<file path="config.mk">
export PLATFORM = sky130hd
export DESIGN_NAME = button_bounce_emu
export DESIGN_NICKNAME = d
export VERILOG_FILES = /design/src/rtl/button_bounce_emu.sv
export SDC_FILE = /design/constraint.sdc
export NUM_CORES = 1
export LEC_CHECK = 0
export BUFFER_PORTS_ARGS = -buffer_cell sky130_fd_sc_hd__buf_2
export CORE_MARGIN = 4
export CORE_UTILIZATION = 59
export DETAILED_ROUTE_END_ITERATION = 16
export PLACE_DENSITY = 0.94
export SLEW_MARGIN = 20
export SYNTH_ARGS = -nofsm -noshare
export SYNTH_HDL_FRONTEND = slang
export SYNTH_SLANG_ARGS = --single-unit
export TNS_END_PERCENT = 20
</file>
<file path="constraint.sdc">
create_clock -name clk -period 3.61 [get_ports clk]
set_clock_uncertainty 0.2 [all_clocks]
set_input_delay 0 -clock clk [delete_from_list [all_inputs] [get_ports clk]]
set_output_delay 0 -clock clk [all_outputs]
set_load 0.005 [all_outputs]
</file>
<file path="src/rtl/button_bounce_emu.sv">
// Pushbutton contact-bounce emulator driven by a free-running Galois LFSR.
// Define BOUNCE_STATS_EN to add the edge_count / req_count statistics outputs.
module button_bounce_emu #(
  parameter int unsigned       LFSR_W        = 16,
  parameter logic [LFSR_W-1:0] SEED          = 16'hACE1,
  parameter int unsigned       BOUNCE_K_W    = 3,
  parameter int unsigned       SEG_W         = 8,
  parameter int unsigned       STABLE_CYCLES = 1000
) (
  input  logic              clk,
  input  logic              rst_n,
  input  logic              press_req,
  input  logic              release_req,
  input  logic              seed_load,
  input  logic [LFSR_W-1:0] seed_in,
  output logic              btn_out,
  output logic              busy,
  output logic              done,
  output logic [LFSR_W-1:0] lfsr_q
`ifdef BOUNCE_STATS_EN
  ,
  output logic [15:0]       edge_count,
  output logic [7:0]        req_count
`endif
);

  localparam int unsigned       TGL_W     = BOUNCE_K_W + 1;
  localparam int unsigned       SETTLE_W  = $clog2(STABLE_CYCLES + 1);
  localparam logic [LFSR_W-1:0] POLY_MASK = LFSR_W'(16'hB400);

  typedef enum logic [1:0] {
    IDLE   = 2'd0,
    BOUNCE = 2'd1,
    SETTLE = 2'd2
  } state_t;

  state_t              state, state_nxt;
  logic [TGL_W-1:0]    toggles_left, toggles_nxt;
  logic [SEG_W-1:0]    seg_cnt, seg_nxt, seg_init;
  logic [SETTLE_W-1:0] settle_cnt, settle_nxt;
  logic [LFSR_W-1:0]   lfsr_step, lfsr_nxt;
  logic                btn_nxt, busy_nxt, done_nxt, accept;

  assign lfsr_step = lfsr_q[0] ? ((lfsr_q >> 1) ^ POLY_MASK) : (lfsr_q >> 1);
  // Odd segment length keeps the reload value nonzero (1..255 cycles).
  assign seg_init  = {lfsr_q[LFSR_W-1 -: SEG_W-1], 1'b1};

  // State and datapath registers.
  always_ff @(posedge clk or negedge rst_n) begin
    if (!rst_n) begin
      state        <= IDLE;
      lfsr_q       <= SEED;
      toggles_left <= '0;
      seg_cnt      <= '0;
      settle_cnt   <= '0;
      btn_out      <= 1'b0;
      busy         <= 1'b0;
      done         <= 1'b0;
    end else begin
      state        <= state_nxt;
      lfsr_q       <= lfsr_nxt;
      toggles_left <= toggles_nxt;
      seg_cnt      <= seg_nxt;
      settle_cnt   <= settle_nxt;
      btn_out      <= btn_nxt;
      busy         <= busy_nxt;
      done         <= done_nxt;
    end
  end

  // Next-state and output logic.
  always_comb begin
    state_nxt   = state;
    toggles_nxt = toggles_left;
    seg_nxt     = seg_cnt;
    settle_nxt  = settle_cnt;
    btn_nxt     = btn_out;
    done_nxt    = 1'b0;
    accept      = 1'b0;
    lfsr_nxt    = lfsr_step;

    case (state)
      IDLE: begin
        if (seed_load) begin
          lfsr_nxt = (seed_in == '0) ? SEED : seed_in;
        end
        accept = (press_req && !btn_out) || (release_req && btn_out);
        if (accept) begin
          toggles_nxt = {lfsr_q[BOUNCE_K_W-1:0], 1'b1};
          seg_nxt     = seg_init;
          state_nxt   = BOUNCE;
        end
      end

      BOUNCE: begin
        if (seg_cnt == SEG_W'(1)) begin
          btn_nxt     = !btn_out;
          toggles_nxt = toggles_left - TGL_W'(1);
          seg_nxt     = seg_init;
          if (toggles_left == TGL_W'(1)) begin
            state_nxt  = SETTLE;
            settle_nxt = SETTLE_W'(STABLE_CYCLES);
          end
        end else begin
          seg_nxt = seg_cnt - SEG_W'(1);
        end
      end

      SETTLE: begin
        settle_nxt = settle_cnt - SETTLE_W'(1);
        if (settle_cnt == SETTLE_W'(1)) begin
          done_nxt  = 1'b1;
          state_nxt = IDLE;
        end
      end

      default: begin
        state_nxt = IDLE;
      end
    endcase

    busy_nxt = (state_nxt != IDLE);
  end

`ifdef BOUNCE_STATS_EN
  logic toggle;
  assign toggle = btn_nxt ^ btn_out;

  // Saturating edge counter and wrapping accepted-request counter.
  always_ff @(posedge clk or negedge rst_n) begin
    if (!rst_n) begin
      edge_count <= '0;
      req_count  <= '0;
    end else begin
      if (toggle && (edge_count != 16'hFFFF)) begin
        edge_count <= edge_count + 16'd1;
      end
      if (accept) begin
        req_count <= req_count + 8'd1;
      end
    end
  end
`endif

endmodule

</file>
Word level (Yosys, flattened, before mapping):

Cells that the tools add are included.

* flip-flop bits (word level): 43

* equality and inequality tests: 8
* add/subtract/negate cells: 3
* bitwise logic cells: 1
* reduce and logical (&&, ||, !) cells: 13
* mux-type cells: 20

Operator list (count)
* 2-to-1 mux 16 bit: 4
* 2-to-1 mux 10 bit: 2
* case mux 10 bit (2 select lines): 1
* logical NOT 16 bit: 1
* 2-to-1 mux 8 bit: 2
* case mux 8 bit (2 select lines): 1
* == test 10 x 1 -> 1 bit, second input constant: 1
* subtractor 10 x 1 -> 10 bit, second input constant: 1
* == test 8 x 1 -> 1 bit, second input constant: 1
* 2-to-1 mux 2 bit: 4
* 2-to-1 mux 4 bit: 2
* case mux 4 bit (2 select lines): 1
* subtractor 8 x 1 -> 8 bit, second input constant: 1
* inequality test 2 bit, second input constant: 3
* case mux 2 bit (3 select lines): 1
* AND reduction 3 bit: 2
* nonzero test 2 bit: 3
* == test 4 x 1 -> 1 bit, second input constant: 1
* inverter 3 -> 4 bit: 1
* AND reduction 2 bit: 2
* subtractor 4 x 1 -> 4 bit, second input constant: 1
* == test 2 x 1 -> 1 bit, second input constant: 1
* == test 2 bit, second input constant: 1
* logical AND 1 bit: 2
* 4 further kinds: 5

Depth between registers and ports, before layout:

* depth in word-level cells: 6
* depth in mapped cells: 6
* depth with buffers taken out: 6

Least setup slack after synthesis:

OpenSTA, ideal clock, no wires.

* path kind: register -> register
* from: register seg_cnt[1]
* to: register seg_cnt[3]
* stages on the path, launching flop included: 7
* data required time: 3.290 ns
* setup slack: 1.801 ns
* arrival time: 1.489 ns
* path buffers: 0
* period minus slack after synthesis: 1.809 ns
* cell sequence: dfrtp_1 inv_1 ha_1 nor3b_2 nand2_2 o21a_1 o211a_1

* cells in the longest elaborated chain, start to end: 3
* elaborated cells between the ends (all ways): 4

RTL lines
* start: declaration: RTL line 39 `logic [SEG_W-1:0] seg_cnt, seg_nxt, seg_init;`
* start signal: assignment: RTL line 63 `seg_cnt <= seg_nxt;`
* subtractor 8 x 1 -> 8 bit or == test 8 x 1 -> 1 bit (tied branches): RTL line 105, 96
* 2-to-1 mux 8 bit *: RTL line 96 `if (seg_cnt == SEG_W'(1)) begin`
* case mux 8 bit (2 select lines) *: RTL line 82 `case (state)`

Mark *: on every way between the ends. The rest lies on a longest branch, timed or not.
A chain may end at the register's enable or synchronous reset.

Final worst setup path:

* from: register state[1]
* to: register seg_cnt[2]

* cells in the longest elaborated chain, start to end: 3
* elaborated cells between the ends (all ways): 6

RTL lines
* start: declaration: RTL line 37 `state_t state, state_nxt;`
* start signal: assignment: RTL line 60 `state <= state_nxt;`
* == test 2 x 1 -> 1 bit or logical NOT 2 bit (tied branches): RTL line 82
* nonzero test 2 bit (no source line) or inequality test 2 bit (tied branches)
* AND reduction 2 bit (no source line)

Several ways; a longest one is shown, not always the timed one.

==> summary.txt <==
Clock tree
  • Maximum root-to-sink buffer count: 2
  • CTS tree: yes
  • CTS root buffer: clkbuf_8
  • Clock slew at reported path FFs: about 90 ps
  • Post-CTS sizing: 0
  • Cts bufs inserted: 5
  • Later-pin clock latency in the skew report: about 300 ps
  • Sink Count: 43
  • H-tree depth: 2

Critical path
  • Worst setup path class: flip-flop to flip-flop
  • Critical Path AT: 2130 ps
  • Worst setup EP type: flip-flop
  • CP Max Fanout: 15
  • Crit start category: flip-flop
  • R2R depth: 4
  • Required time of the critical path: roughly 3600 ps

Placement
  • Post-DP HPWL: roughly 3600 um
  • IO buf count: 39
  • Final Wtd Congestion: 0.898
  • Area post-placement: about 2400 um2

Timing
  • Fin crit period: 2130 ps
  • F_max: 469 MHz
  • Max-slew violations: 0
  • Final hold slack: approximately 120 ps
  • Slew HR: 0.389
  • Final setup viols: 0
  • Period utilization: 0.591
  • RSZ-0062 raised after global routing: no
  • TNS Setup: 0 ps
  • Slew @ Worst Pin: 916 ps
  • Final Hold Fails: 0

Drt
  • Final Routed Wirelength: approximately 5500 um
  • Via Count: about 1900
  • Initial DRC count: 234
  • Avg WL per Cell: 17.9 um
  • Pre-antenna DRT Iters: 7
  • DR vias/cell: 6.01
  • Drt drc: 0
  • Routed Antenna Nets: 0

Synthesis
  • Mapped cell area: 2170 um2
  • Ys Warns: 0
  • Yosys cell types: 50
  • Number of synthesized register bits: 43
  • Gate Count Post-Synth: 203
  • Post-synth EDFFs: 0
  • Sequential area share after synthesis: 0.501
  • Mean post-synth cell area: 10.7 um2
  • Most used DFF post-synth: dfrtp_1
  • Post-Syn Nets: 230
  • Post-synth ARST share: 1.00

Pwr
  • Total power: 1.39 mW
  • Max VDD drop: 0.555 mV
  • P per Cell Area: 516 nW/um2
  • Leakage power: around 1.3 nW

Floorplan
  • Full die area: 4700 um2
  • Die width: 68.6 um
  • Number of I/O pins: 40
  • Rows: 21
  • Initial Util: 0.629
  • Core area: 3440 um2
  • Die Ht: 68.6 um

Run status
  • Outcome: finished, final reports clean

Finish
  • Filler Cell Count: between 200 and 250
  • Nets: 288
  • Register area: 1090 um2
  • Antenna cells: 0
  • Multi-input logic area: 1020 um2
  • Finished Cell Area: between 2000 and 3000 um2
  • Synth-to-Final Area Change: 24.3%
  • Ratio of cells with drive above 1 in the final layout: 0.282

Global routing
  • All-Layer GR Usage: 0.259
  • Number of global-route vias before repair: 1861
  • Initial antenna violation count: 0
  • First-pass GRT wire length: 8870 um
  • Largest net degree at the start of global routing: 44
  • Total grt overflow: 0

Hold path
  • Hold Path Cell Cnt: 4
  • HP Class: input port to flip-flop

Flow run
  • MaxCap Viol Count: 0
per-layer routing:
layer	vias to the layer above	track usage	wire length, um
met5	-	0	0
met4	0	0.0769	118
met3	16	0.0697	450
met2	94	0.436	2700
met1	883	0.324	2250
li1	858	-	-
cell type report:
class | instances | share of cell area
well taps | 46 | 0.0214
inverters | 10 | 0.0139
multi-input cells | 144 | 0.380
clock buffers | 5 | 0.0256
flip-flops and latches | 43 | 0.404
clock inverters | 3 | 0.0172
repair buffers | 57 | 0.139
where the power goes:
group / switching, mW / internal [mW]
clock network: 0.179 / 0.209
registers: 0.0970 / 0.610
logic: 0.122 / 0.172
total: 0.398 / 0.991
cells in the mapped netlist, drive strengths merged, types with 4 or more instances:
cell / count / share of area
dfrtp: 35 / 0.40
nand2: 18 / 0.032
o21ai: 13 / 0.030
a21oi: 10 / 0.025
inv: 10 / 0.017
dfstp: 8 / 0.097
nand3: 8 / 0.018
o22a: 8 / 0.032
mux2: 7 / 0.036
nor2: 7 / 0.012
nor4: 7 / 0.033
ha: 6 / 0.035
mux2i: 5 / 0.023
nor3: 5 / 0.012
nor3b: 5 / 0.020
xor2: 5 / 0.020
nand4: 4 / 0.014
or3: 4 / 0.012
xnor2: 4 / 0.016
worst max-delay path, stage by stage, from the launching register on:
cell and delay (ps):
dfrtp_1 510, nand2b_1 450, a21oi_2 470, nand2_1 140, o221ai_1 250
cells in the final DEF (no fill, tap or decap), types with 4 or more instances in the layout:
master / n
ha_1: 6
dfstp_2: 8
clkbuf_8: 5
o21ai_0: 13
xor2_1: 5
inv_1: 10
nor2_1: 7
mux2i_1: 5
xnor2_1: 4
dlygate4sd3_1: 17
mux2_2: 7
nor3_1: 5
nor4_1: 4
or3_1: 4
buf_2: 39
nand2_1: 17
dfrtp_1: 35
o22a_1: 8
nand3_1: 8
a21oi_1: 9
metrics by stage:
| stage | instances | worst slack [ps] | utilization |
|---|---|---|---|
| final | 308 | 1480 | 0.782 |
| after floorplan | 203 | 1800 | - |
| after detailed placement | 283 | 1590 | 0.699 |
| after global placement | 283 | 1680 | 0.699 |
| after CTS | 308 | 1550 | 0.782 |
| after global routing | 308 | 1370 | 0.782 |
registers in the layout, summed over array words and instances, names as in the netlist:
name,flops
btn_out,1
done,1
settle_cnt,10
busy,1
lfsr_q,16
toggles_left,4
seg_cnt,8
state,2
what timing repair did:
action / CTS / global route
endpoints found under the hold margin: 51 / 0
setup buffers: 0 / 0
hold buffers: 17 / 0
cell families (layout without fill, tap and decap cells):
kind of cell / count (synthesis) / count (layout) / share of synthesized area
AO/OA/AOI/OAI: 48 / 48 / 0.148
AND/OR/NAND/NOR: 69 / 69 / 0.191
flip-flops: 43 / 43 / 0.501
adder cells (fa/ha/maj): 6 / 6 / 0.0347
multiplexers: 12 / 12 / 0.0595
XOR/XNOR: 9 / 9 / 0.0364
buffers and inverters: 16 / 75 / 0.0289
worst paths after layout:
check	start	to	slack (ps)
max	state[1]$_DFF_PN0_	seg_cnt[2]$_DFFE_PN0P_	1480
min	seed_load	lfsr_q[13]$_DFF_PN1_	120
max reg2reg	state[1]$_DFF_PN0_	seg_cnt[2]$_DFFE_PN0P_	1480
min reg2reg	btn_out$_DFFE_PN0P_	btn_out$_DFFE_PN0P_	330
max in group asynchronous	rst_n	seg_cnt[2]$_DFFE_PN0P_	2470
min in group asynchronous	rst_n	settle_cnt[9]$_DFFE_PN0P_	170
Power figures use the tool's default switching activity.
